### config.mk
export PLATFORM = sky130hd
export DESIGN_NAME = presettable_down_counter
export DESIGN_NICKNAME = d
export VERILOG_FILES = /design/src/rtl/presettable_down_counter_pkg.sv /design/src/rtl/presettable_down_counter_down_stage4.sv /design/src/rtl/presettable_down_counter.sv
export SDC_FILE = /design/constraint.sdc
export NUM_CORES = 1
export LEC_CHECK = 0
export BUFFER_PORTS_ARGS = -buffer_cell sky130_fd_sc_hd__buf_2
export CAP_MARGIN = 5
export CORE_AREA = 2 2 39 41
export CTS_BUF_LIST = sky130_fd_sc_hd__clkbuf_16
export CTS_CLUSTER_SIZE = 25
export DETAILED_ROUTE_END_ITERATION = 6
export DIE_AREA = 0 0 41 43
export HOLD_SLACK_MARGIN = 0.12
export PLACE_DENSITY_LB_ADDON = 0.15
export SKIP_LAST_GASP = 1
export SLEW_MARGIN = 20
export SYNTH_ARGS = -nofsm -noshare
export SYNTH_HDL_FRONTEND = slang
export SYNTH_SLANG_ARGS = --single-unit
export TNS_END_PERCENT = 5
### constraint.sdc
create_clock -name CP -period 1.3 [get_ports CP]
set_input_delay 0.325 -clock CP [delete_from_list [all_inputs] [get_ports CP]]
set_output_delay 0.325 -clock CP [all_outputs]
set_load 0.01 [all_outputs]
### src/rtl/presettable_down_counter_pkg.sv
// Shared constants and terminal-count helper for the presettable down counter.
package presettable_down_counter_pkg;

  localparam int unsigned WIDTH_DEFAULT = 4;
  localparam int unsigned STAGE_W       = 4;
  localparam int unsigned MAX_W         = 64;

  // Callers zero-extend their value to MAX_W so one helper serves every width.
  function automatic logic zero(input logic [MAX_W-1:0] v);
    return (v == '0);
  endfunction

endpackage

### src/rtl/presettable_down_counter_down_stage4.sv
// 4-bit down-counting slice with sync load and a CTT->BO borrow ripple.
module down_stage4
  import presettable_down_counter_pkg::*;
#(
  parameter logic [STAGE_W-1:0] RST_VAL = '0
) (
  input  logic               cp_i,
  input  logic               cr_i,
  input  logic               load_i,
  input  logic [STAGE_W-1:0] d_i,
  input  logic               ctp_i,
  input  logic               ctt_i,
  output logic [STAGE_W-1:0] q_o,
  output logic               bo_o
);

  logic [STAGE_W-1:0] q_q;
  logic [STAGE_W-1:0] q_d;

  always_comb begin
    q_d = q_q;
    if (load_i) begin
      q_d = d_i;
    end else if (ctp_i && ctt_i) begin
      q_d = q_q - STAGE_W'(1);
    end
  end

  always_ff @(posedge cp_i or posedge cr_i) begin
    if (cr_i) begin
      q_q <= RST_VAL;
    end else begin
      q_q <= q_d;
    end
  end

  assign q_o  = q_q;
  assign bo_o = ctt_i & zero(MAX_W'(q_q));

endmodule

### src/rtl/presettable_down_counter.sv
// Cascadable presettable down counter: chained 4-bit slices, optional auto-reload,
// registered terminal-count pulse and sticky underflow flag.
module presettable_down_counter
  import presettable_down_counter_pkg::*;
#(
  parameter int unsigned      WIDTH   = WIDTH_DEFAULT,
  parameter logic [WIDTH-1:0] RST_VAL = '0
) (
  input  logic             CP,
  input  logic             CR,
  input  logic             LDbar,
  input  logic             CTP,
  input  logic             CTT,
  input  logic             RELOAD,
  input  logic             CLRUF,
  input  logic [WIDTH-1:0] D,
  output logic [WIDTH-1:0] Q,
  output logic             BO,
  output logic             TCP,
  output logic             UF
);

  localparam int unsigned NSTAGE = WIDTH / STAGE_W;

  logic [NSTAGE:0] ctt_chain;
  logic            underflow_c;
  logic            slice_load_c;
  logic            tcp_q, tcp_d;
  logic            uf_q, uf_d;

  // The end of the borrow chain is high only when CTT is set and every slice is zero.
  assign ctt_chain[0] = CTT;
  assign underflow_c  = LDbar & CTP & ctt_chain[NSTAGE];
  // Without reload the slices wrap to all ones by decrementing through zero.
  assign slice_load_c = ~LDbar | (underflow_c & RELOAD);

  for (genvar i = 0; i < NSTAGE; i++) begin : g_stage
    down_stage4 #(
      .RST_VAL(RST_VAL[i*STAGE_W +: STAGE_W])
    ) u_stage (
      .cp_i  (CP),
      .cr_i  (CR),
      .load_i(slice_load_c),
      .d_i   (D[i*STAGE_W +: STAGE_W]),
      .ctp_i (CTP),
      .ctt_i (ctt_chain[i]),
      .q_o   (Q[i*STAGE_W +: STAGE_W]),
      .bo_o  (ctt_chain[i+1])
    );
  end

  // Underflow sets UF even when CLRUF arrives on the same edge.
  always_comb begin
    tcp_d = underflow_c;
    uf_d  = underflow_c | (uf_q & ~CLRUF);
  end

  always_ff @(posedge CP or posedge CR) begin
    if (CR) begin
      tcp_q <= 1'b0;
      uf_q  <= 1'b0;
    end else begin
      tcp_q <= tcp_d;
      uf_q  <= uf_d;
    end
  end

  assign BO  = ctt_chain[NSTAGE];
  assign TCP = tcp_q;
  assign UF  = uf_q;

endmodule

==> out/summary.txt <==
Status -> finished with violations
Failing checks -> setup timing
FF-to-FF setup slack -> -0.11 ns
Fin crit share -> 1.16
Core ar. -> 1380 sq um
Placer Congestion -> 0.786
RSZ-0062 raised after global routing -> yes
Drt pass-1 iters -> 2
Slew HR -> 0.797
Avg Synthesized Cell Area -> 10.4 sq um
Post-Synth Simple-Gate Area -> 0.161
Critical path peak fanout -> 3
Root Driver -> clkbuf_16
WL/cell -> 11.0 um
Dpl hpwl -> 674 um
Endpoints failing setup -> 5
GRT Resource Usage Total -> 0.127
Syn nets -> 45
Number of global-route vias before repair -> 334
Critical Path Start -> g_stage[0].u_stage.q_o[1]
Max H-tree Level -> 1
Netlist cell types -> 14
Crit path launch type -> register
Slew of the pin with the lowest slew margin -> 0.302 ns
Final worst setup slack -> -0.203 ns
Final hold vios -> 0
Register area -> 150 sq um
Area of placed instances -> 502 sq um
Mux cell area share after synthesis -> 0.0449
FF+latch count, synth -> 6
Netlist Area Pre-Place -> 334 sq um
Die height -> 43 um
GR Overflow Total -> 0
Starting Density -> 0.241
Synth Area in Adders -> 0.0749
Filler Cells Inserted -> 145
Post-Layout Cell Count -> 81
Depth of the most critical reg-to-reg path -> 5
Mapped Cells -> 32
First-pass GRT wire length -> 1450 um
PwrDens -> 1450 nW/um^2
VDD IR-drop max -> 0.474 mV
Worst Path Arrival -> 1.18 ns
Port Buf Inserts -> 17
Clk sinks -> 6
Clk buf depth -> 2
Post-DRT Antenna Nets -> 0
Largest net degree at the start of global routing -> 7
Initial antenna violation count -> 0
Final Skew -> 0.000783 ns
CTS tree -> done
Synth Area in XOR/XNOR -> 0.0787
Initial DRC Count -> 5
# IOs -> 18
Sequential area share after synthesis -> 0.449
Post-synthesis compound-gate area fraction -> 0.135
Cells after DPL -> 73
Crit path kind -> reg2out
DRT Wirelength -> 891 um
Insertion delay to the later sink of the worst-skew pair -> 0.23 ns
Multi-input logic area -> 178 sq um
Max-Cap Viols -> 0
Largest family of logic cells by synthesized area -> simple AND/OR/NAND/NOR gates
Reg-to-reg critical path startpoint -> g_stage[0].u_stage.q_o[1]
Number of buffers created by CTS -> 3
Count of pins over their slew limit -> 0
CP Data Required Time -> 0.98 ns
Layout Nets -> 80
DIE WIDTH -> 41 um
Total power draw -> 0.000918 W
F_max -> 0.665 GHz
Setup TNS -> -0.582 ns
Worst hold path class -> in2reg
Design area -> 633 sq um
Row Count -> 14
Hold path depth -> 3
Via count -> 341
Worst hold margin -> 0.303 ns
Worst Hold Launch -> D[0]
Clk slew on worst S/H paths -> 0.03 ns
Min Tclk post-route -> 1.50 ns
Crit end category -> primary output
Layout Area Growth over Synthesis -> 89.5%
Remaining routing DRC violations -> 0
Layout cell share with drive strength beyond 1 -> 0.600
Synth warn -> 0
LEAKAGE -> 0.347 nW
Die area -> 1760 sq um
Diodes inserted -> 0
Vias/cell -> 4.21
cell usage in the layout, fill, tap and decap left out, drive strengths merged:
cell type	count
buf	29
and4bb	1
and3	1
nand2	5
dfrtp	6
dlygate4sd3	1
inv	5
a31o	1
clkbuf	3
xnor2	2
xor2	1
o21ai	4
ha	2
nor4	1
nand3	1
a21o	1
mux2	1
critical path, stage by stage, from the launching register on:
cell and delay [ns]:
dfrtp_1 0.39, inv_2 0.08, ha_4 0.12, and4bb_4 0.25, buf_6 0.11
registers in the layout, summed over array words and instances, names as in the netlist:
register and flops:
TCP 1, g_stage.u_stage.q_o 4, UF 1
stage by stage:
| step | util | setup WS, ns |
|---|---|---|
| after floorplan | - | -0.201 |
| after global placement | 0.363 | -0.110 |
| after detailed placement | 0.363 | -0.110 |
| after CTS | 0.447 | -0.186 |
| after global routing | 0.458 | -0.237 |
| final | 0.458 | -0.203 |
cell families after synthesis:
| kind of cell | after synthesis |
|---|---|
| buffers and inverters | 5 |
| and+or+nand+nor | 9 |
| xor gates and xnor gates | 3 |
| muxes | 1 |
| adders and majority gates | 2 |
| DFF | 6 |
| AOI/OAI and AO/OA | 6 |
cell usage after synthesis (all sizes together):
master,number,share of area
dfrtp,6,0.45
inv,5,0.056
nand2,5,0.056
o21ai,4,0.060
ha,2,0.075
xnor2,2,0.052
a21o,1,0.022
a31o,1,0.052
and3,1,0.022
and4bb,1,0.049
mux2,1,0.045
nand3,1,0.015
nor4,1,0.019
xor2,1,0.026
where the power goes:
| group | switching [W] | leakage, nW | internal [W] |
|---|---|---|---|
| registers | 0.0000112 | 0.0759 | 0.000206 |
| logic | 0.0000838 | 0.234 | 0.000122 |
| clock network | 0.000102 | 0.0370 | 0.000395 |
| total | 0.000197 | 0.347 | 0.000722 |
per-layer routing:
layer	GRT usage	share of wire	wire (um)
met1	0.155	0.42	373
met2	0.188	0.50	446
met3	0.0314	0.071	63
met4	0.0800	0.0079	7
met5	0	0	0
repair_timing:
item,in CTS,in global routing
setup endpoints to repair,5,5
hold buffers,1,0
setup buffers,2,2
endpoints found under the hold margin,6,0
resized for setup,3,0
layout make-up:
class                      count  share of cell area
inverter                       5              0.0296
clock buffer                   3               0.119
sequential                     6               0.237
tap                           16              0.0316
multi-input combinational     21               0.281
timing repair buffer          30               0.302
path summary, 6_finish.rpt:
path | endpoint
worst max register to register | g_stage[0].u_stage.q_o[1]
min in group asynchronous | UF
worst min register to register | UF
max in group asynchronous | g_stage[0].u_stage.q_o[3]
worst min-delay path | g_stage[0].u_stage.q_o[0]
worst max-delay path | BO
No activity file was read; power rests on OpenSTA's default activity.
